`config.mk`:
```
export PLATFORM = sky130hd
export DESIGN_NAME = fetch_mem_ctrl
export DESIGN_NICKNAME = d
export VERILOG_FILES = /design/src/rtl/fetch_mem_ctrl.sv
export SDC_FILE = /design/constraint.sdc
export NUM_CORES = 1
export LEC_CHECK = 0
export CAP_MARGIN = 20
export CORE_AREA = 3 3 151 153
export DETAILED_ROUTE_END_ITERATION = 7
export DIE_AREA = 0 0 154 156
export GPL_ROUTABILITY_DRIVEN = 1
export SLEW_MARGIN = 30
export SYNTH_ARGS = -nofsm -noshare
export SYNTH_HDL_FRONTEND = slang
export SYNTH_SLANG_ARGS = --single-unit
```
`constraint.sdc`:
```
create_clock -name clk_i -period 2.2 [get_ports clk_i]
set_input_delay 0.22 -clock clk_i [delete_from_list [all_inputs] [get_ports clk_i]]
set_output_delay 0.22 -clock clk_i [all_outputs]
set_load 0.01 [all_outputs]
```
`src/rtl/fetch_mem_ctrl.sv`:
```
// Fetch request/response sequencer between the front end and the i-cache port.
// Bounds the number of in-flight requests and discards responses owed to pre-flush requests.
package fetch_mem_ctrl_pkg;
  parameter int XLEN   = 32;
  parameter int LINE_W = 128;

  typedef struct packed {
    logic [LINE_W-1:0] line;
    logic [XLEN-1:0]   pc;
  } icache_out_t;
endpackage

module fetch_mem_ctrl
  import fetch_mem_ctrl_pkg::*;
#(
  parameter  int MAX_OUT = 2,
  localparam int CNT_W   = $clog2(MAX_OUT + 1)
) (
  input  logic            clk_i,
  input  logic            rst_n_i,
  input  logic            flush_i,
  input  logic [XLEN-1:0] fe_addr_i,
  input  logic            fe_addr_valid_i,
  output logic            fe_addr_ready_o,
  output icache_out_t     fe_data_o,
  output logic            fe_data_valid_o,
  input  logic            fe_data_ready_i,
  output logic [XLEN-1:0] mem_addr_o,
  output logic            mem_addr_valid_o,
  input  logic            mem_addr_ready_i,
  input  icache_out_t     mem_data_i,
  input  logic            mem_data_valid_i,
  output logic            mem_data_ready_o,
  output logic            drain_o,
  output logic            spurious_o
);

  // Handshake: a transfer happens in any cycle where valid and ready are both
  // high; valid never depends on ready on the same interface.

  logic [CNT_W-1:0] out_cnt_q, out_cnt_d;
  logic [CNT_W-1:0] drop_cnt_q, drop_cnt_d;
  logic             spurious_q, spurious_d;

  logic can_issue;
  logic req_fire;
  logic rsp_fire;
  logic rsp_dec;
  logic rsp_drop;

  assign can_issue        = !flush_i && (out_cnt_q < CNT_W'(MAX_OUT));
  assign mem_addr_o       = fe_addr_i;
  assign mem_addr_valid_o = fe_addr_valid_i && can_issue;
  assign fe_addr_ready_o  = mem_addr_ready_i && can_issue;
  assign req_fire         = fe_addr_valid_i && fe_addr_ready_o;

  // A response with nothing outstanding is swallowed rather than forwarded.
  assign rsp_drop         = (drop_cnt_q != '0) || flush_i || (out_cnt_q == '0);
  assign fe_data_o        = mem_data_i;
  assign mem_data_ready_o = rsp_drop ? 1'b1 : fe_data_ready_i;
  assign fe_data_valid_o  = rsp_drop ? 1'b0 : mem_data_valid_i;
  assign rsp_fire         = mem_data_valid_i && mem_data_ready_o;
  assign rsp_dec          = rsp_fire && (out_cnt_q != '0);

  assign drain_o    = (drop_cnt_q != '0);
  assign spurious_o = spurious_q;

  always_comb begin
    out_cnt_d  = out_cnt_q + CNT_W'(req_fire) - CNT_W'(rsp_dec);
    drop_cnt_d = drop_cnt_q;
    spurious_d = spurious_q;
    if (flush_i) begin
      drop_cnt_d = out_cnt_q - CNT_W'(rsp_dec);
    end else if (rsp_fire && (drop_cnt_q != '0)) begin
      drop_cnt_d = drop_cnt_q - 1'b1;
    end
    if (rsp_fire && (out_cnt_q == '0)) begin
      spurious_d = 1'b1;
    end
  end

  always_ff @(posedge clk_i or negedge rst_n_i) begin
    if (!rst_n_i) begin
      out_cnt_q  <= '0;
      drop_cnt_q <= '0;
      spurious_q <= 1'b0;
    end else begin
      out_cnt_q  <= out_cnt_d;
      drop_cnt_q <= drop_cnt_d;
      spurious_q <= spurious_d;
    end
  end

endmodule

```
# Word level (Yosys, flattened, before mapping)
# Index checks and enable logic that the tools add are counted.
# W data, S select, Z words.
word_totals:
  register_bits: 5
  input_bits: 199
  word_cells: 27
op_classes:
  addsub: 4
  order_cmp: 1
  mux: 4
  n_reduce_logical: 15
ops:
  columns: ["operator", "n"]
  rows:
  - ["$logic_and A1 B1 Y1", 8]
  - ["$reduce_bool A2 Y1", 3]
  - ["$mux W2", 2]
  - ["$sub A2 B1 Y2", 2]
  - ["$add A2 B1 Y2", 1]
  - ["$logic_not A2 Y1", 1]
  - ["$logic_or A1 B1 Y1", 2]
  - ["$lt A2 B2 Y1 const B", 1]
  - ["$mux W1", 2]
  - ["$sub A2 B1 Y2 const B", 1]
  - ["$logic_not A1 Y1", 1]

# Logic depth before layout (Yosys ltp)
logic_depth:
  word_depth: 8
  mapped_depth: 8

# Least setup slack after synthesis
# OpenSTA, ideal clock, no wires.
synth_timing:
  kind: "reg2reg"
  startpoint: "register drop_cnt_q[0]"
  endpoint: "register out_cnt_q[1]"
  arrival_time_ps: 1468
  required_ps: 2073
  slack_ps: 605
  stages_incl_launch_ff: 9
  path_buffers: 0
  path_cell_list: "dfrtp_1 inv_1 ha_1 nor3b_2 a211oi_2 nand2b_1 ha_1 xnor2_1 xnor2_1"
synth_between:
  elab_chain_len: 7
synth_lines:
  columns: ["item", "line_no", "text"]
  rows:
  - ["start: declaration", "42", "logic [CNT_W-1:0] drop_cnt_q, drop_cnt_d;"]
  - ["start signal: assignment", "89", "drop_cnt_q <= drop_cnt_d;"]
  - ["$reduce_bool A2 Y1", "58", "assign rsp_drop = (drop_cnt_q != '0) || flush_i || (out_cnt_q == '0);"]
  - ["$logic_or A1 B1 Y1 (2 in series)", "58", null]
  - ["$mux W1", "60", "assign mem_data_ready_o = rsp_drop ? 1'b1 : fe_data_ready_i;"]
  - ["$logic_and A1 B1 Y1", "62", "assign rsp_fire = mem_data_valid_i && mem_data_ready_o;"]
  - ["$logic_and A1 B1 Y1", "63", "assign rsp_dec = rsp_fire && (out_cnt_q != '0);"]
  - ["$sub A2 B1 Y2", "69", "out_cnt_d = out_cnt_q + CNT_W'(req_fire) - CNT_W'(rsp_dec);"]
  - ["net out_cnt_d[1]", "41", "logic [CNT_W-1:0] out_cnt_q, out_cnt_d;"]
  - ["end signal: assignment", "88", "out_cnt_q <= out_cnt_d;"]
  - ["end: declaration", "41", null]
# The timed path passes the listed nets, and every way through them passes these cells.
# A chain may end at the register's enable or synchronous reset.

# Final worst setup path
layout_timing:
  startpoint: "register drop_cnt_q[0]"
  endpoint: "output mem_data_ready_o"
layout_between:
  elab_chain_len: 4
layout_lines:
  columns: ["item", "line_no", "text"]
  rows:
  - ["$reduce_bool A2 Y1", "58", null]
  - ["$logic_or A1 B1 Y1 (2 in series)", "58", null]
  - ["$mux W1", "60", null]
  - ["end: declaration", "33", "output logic mem_data_ready_o,"]
# No other way between the ends.

==> results.md <==
- The average via count per standard cell is 1.93.
- The first global-routing pass estimated 6840 um of wire.
- The final layout contains routed wiring with a total length of just under 6000 um.
- The largest area contributor in the synthesized netlist is buf_4.
- The required arrival time at the worst endpoint is ~2000 ps.
- The worst register-to-register path ends at out_cnt_q[1]$_DFF_PN0_.
- The total vias in the final route is between 600 and 700.
- The routed wirelength normalized by instance count is around 18 um.
- For the worst flop-to-flop path, the logic depth is 8.
- The type of the worst setup path is reg2out.
- In this run, distinct cell masters in the synthesized netlist total 23.
- The number of pins with negative max-slew slack in the final report was 0.
- Max-cap violations in this run came to 0.
- The ratio of cells with drive above 1 in the final layout is 22.0%.
- The number of design-rule violations left by the first detailed-router iteration is 23.
- The clock arrives with around 3.6 ps of skew.
- The worst path in the final design needs a cycle of 1990 ps, including I/O delays and setup.
- For this design the ratio of total power to cell area is about 880 nW/um2.
- The sequential power share is a little under a quarter.
- The critical path startpoint category is a register.
- Counting every net in the synthesized netlist gives 427.
- The combinational cell fraction of total power is 39.5%.
- The clock transition at the registers of the reported paths is 30 ps.
- The count of nets left with antenna violations once routing finished came out at 0.
- The post-synthesis register bit count is 5.
- Adding up every negative setup slack in the final design gives 0 ps.
- The number of buffers on the longest clock path is 2.
- The worst endpoint data arrival time is ~1800 ps.
- Setup repair after global routing left no endpoint under its margin.
- The number of antenna violations at the first check in global routing came to 0.
- For this run, the register share of the synthesized area comes to 6.94%.
- The pre-antenna-repair detailed-routing pass consisted of 3 iterations.
- Each instance of the synthesized netlist takes up on average 7.98 um2.
- Based on the critical path, the design can be clocked at up to 0.503 GHz.
- Ranked by total cell area, the synthesized netlist is headed by buf_4 (80%), dfrtp_1 (6.9%), ha_1 (1.4%).
- The worst setup timing slack at the placement stage is 122 ps.
- Setup violations remaining at the end of the flow were counted as 0.
- The total number of clock tree sinks is 5.
- The run finished with clean final reports.
- CTS placed an instance of clkbuf_16 at the clock tree root.
- Of the total power, the clock network draws between 30 and 40%.
- STA classifies the critical path endpoint as an output pin.
- The leakage power figure is 0.254 nW.
- The power dissipated by switching net loads is 0.260 mW.
- The TritonCTS clock tree is yes.
- For the pin with the worst max-slew slack, the measured transition is 347 ps.
- Net switching is roughly 32% of the power.
- The repair_antennas step left the layout with diodes totalling 0.
- The internal reg-to-reg setup slack is 450 ps.
- The insertion delay to the later sink of the worst-skew pair is 230 ps.
- The tightest min-delay check is of the in2async type.
- After the last flow step, the layout net total stands at 252.
- The width of the die is 154 um.
- The number of warnings issued by yosys is 0.
- The final critical path takes up 90.5% of the cycle.
- TritonCTS created 3 clock buffers.
- For this configuration, the core starts out at a cell density of 8.31%.
- The internal portion of the total power is 0.543 mW.
- The synthesized instance count is 226.
- The floorplan has 54 rows.
- The floorplan die area is 24,000 um2.
- From bottom edge to top edge, the die measures 156 um.
- After detailed routing, the number of remaining DRC violations is 0.
- The sum of overflow across all layers after global routing is 0.
- Power comes to approximately 0.8 mW.
- The detailed placement HPWL is 4990 um.
- The synthesized cell area is 1800 um2.
- In this run the post-CTS setup repair buffer count came out at 0.
- The total I/O pin count is between 300 and 400.
- The top cell type by area accounts for between 80% and 90% of the synthesized area.
- The reg-to-reg critical path startpoint is drop_cnt_q[0]$_DFFE_PN0P_.
- The worst-case headroom to the max-slew limit is roughly three quarters.
- Entering global routing, the biggest net connects 9 pins.
- The weighted congestion reported at the end of routability-driven placement is between 0.5 and 0.6.
- Across the VDD grid, the largest voltage drop is approximately 0.00020 V.
- The total of hold buffers inserted after clock tree synthesis is 0.
- The via count of the first global-routing pass is 790.
- The highest net fanout along the worst path is 4.
- The least setup slack across all paths after layout is 210 ps.
- In this run the number of H-tree levels came out at 1.
- Global routing used approximately 4.5% of the available tracks.
- The final count of hold timing violations is 0.
- The area growth from synthesis to layout is -49.3%.
- During placement, the flow inserted port buffers numbering 12.
- The core region is around 22,000 um2.
-- registers in the layout, indices dropped and copies added (netlist names) --
| signal | count |
|---|---|
| out_cnt_q | 2 |
| drop_cnt_q | 2 |
| spurious_o | 1 |
-- kinds of logic after synthesis --
kind of cell | after synthesis | share of synthesized area, %
and+or+nand+nor | 9 | 3.96
xor gates and xnor gates | 2 | 0.972
buffers and inverters | 197 | 81.6
DFF | 5 | 6.94
muxes | 2 | 1.18
AOI/OAI and AO/OA | 9 | 3.96
adders and majority gates | 2 | 1.39
-- critical path, cell delays in order (launching register included) --
cell,delay (ps)
dfrtp_1,380
inv_1,80
ha_1,200
nor3b_2,260
o21ai_0,120
clkdlybuf4s50_1,500
-- cell type report --
cell class / count / area (um2)
Sequential cell: 5 / 125
Tap cell: 280 / 350
Multi-Input combinational cell: 24 / 211
Timing Repair Buffer: 14 / 138
Clock buffer: 4 / 78.8
Fill cell: 2540 / 20800
Inverter: 3 / 11.3
-- worst max path at each step --
stage	from	endpoint	depth (start not counted)
detailed placement	mem_data_valid_i	fe_data_valid_o	5
global route	drop_cnt_q[0]$_DFFE_PN0P_	mem_data_ready_o	5
global placement	mem_data_valid_i	fe_data_valid_o	5
CTS	drop_cnt_q[0]$_DFFE_PN0P_	fe_data_valid_o	6
finish	drop_cnt_q[0]$_DFFE_PN0P_	mem_data_ready_o	5
floorplan	drop_cnt_q[0]$_DFFE_PN0P_	out_cnt_q[1]$_DFF_PN0_	8
-- metal layers --
metal  vias to the layer above  wire length (um)  track usage [%]
li1                        153                 -                -
met1                       196               601             1.16
met5                         -                 0                0
met3                       112              1800             6.27
met4                         0              1100             8.79
met2                       175              2330             5.68
-- placed cells by master (no fill, tap or decap), drive strengths merged --
cell type and instances:
nor3b 3, inv 3, nand2b 3, ha 2
o211ai 1, nor3 1, mux2 1, dlymetal6s2s 1
mux2i 1, clkbuf 4, clkdlybuf4s50 11, nand3 1
nand2 1, o21ai 3, xnor2 2, a21o 1
buf 2, dfrtp 5, a211oi 1, o32ai 2
o21bai 1
-- what timing repair did --
action                                 CTS  global route
endpoints found under the hold margin    0             0
setup endpoints to repair                0             1
gates resized for setup                  0             2
-- cell usage after synthesis --
| cell | count |
|---|---|
| buf_4 | 193 |
| dfrtp_1 | 5 |
| inv_1 | 3 |
| nand2b_1 | 3 |
| ha_1 | 2 |
| o32ai_1 | 2 |
| xnor2_1 | 2 |
| a211oi_2 | 1 |
| a21o_1 | 1 |
| buf_6 | 1 |
| mux2_2 | 1 |
| mux2i_1 | 1 |
| nand2_1 | 1 |
| nand3_1 | 1 |
| nor3_1 | 1 |
| nor3b_1 | 1 |
| nor3b_2 | 1 |
| nor3b_4 | 1 |
| o211ai_1 | 1 |
| o21ai_0 | 1 |
| o21ai_1 | 1 |
| o21ai_2 | 1 |
| o21bai_1 | 1 |
-- through the flow --
stage,util (%),std cells,cell area [um2],hold WS [ps]
finish,4.22,330,915,230
global route,4.22,330,915,247
CTS,4.18,330,907,238
detailed placement,3.82,326,828,440
global placement,3.82,326,828,440
floorplan,-,226,1800,-75.6
-- power by group through the flow --
stage	sequential, mW	clock (mW)	combinational (mW)
finish	0.189	0.297	0.317
global route	0.199	0.306	0.360
CTS	0.192	0.300	0.331
detailed placement	0.193	0	0.326
global placement	0.192	0	0.323
floorplan	0.157	0	0.591
Power figures use the tool's default switching activity.
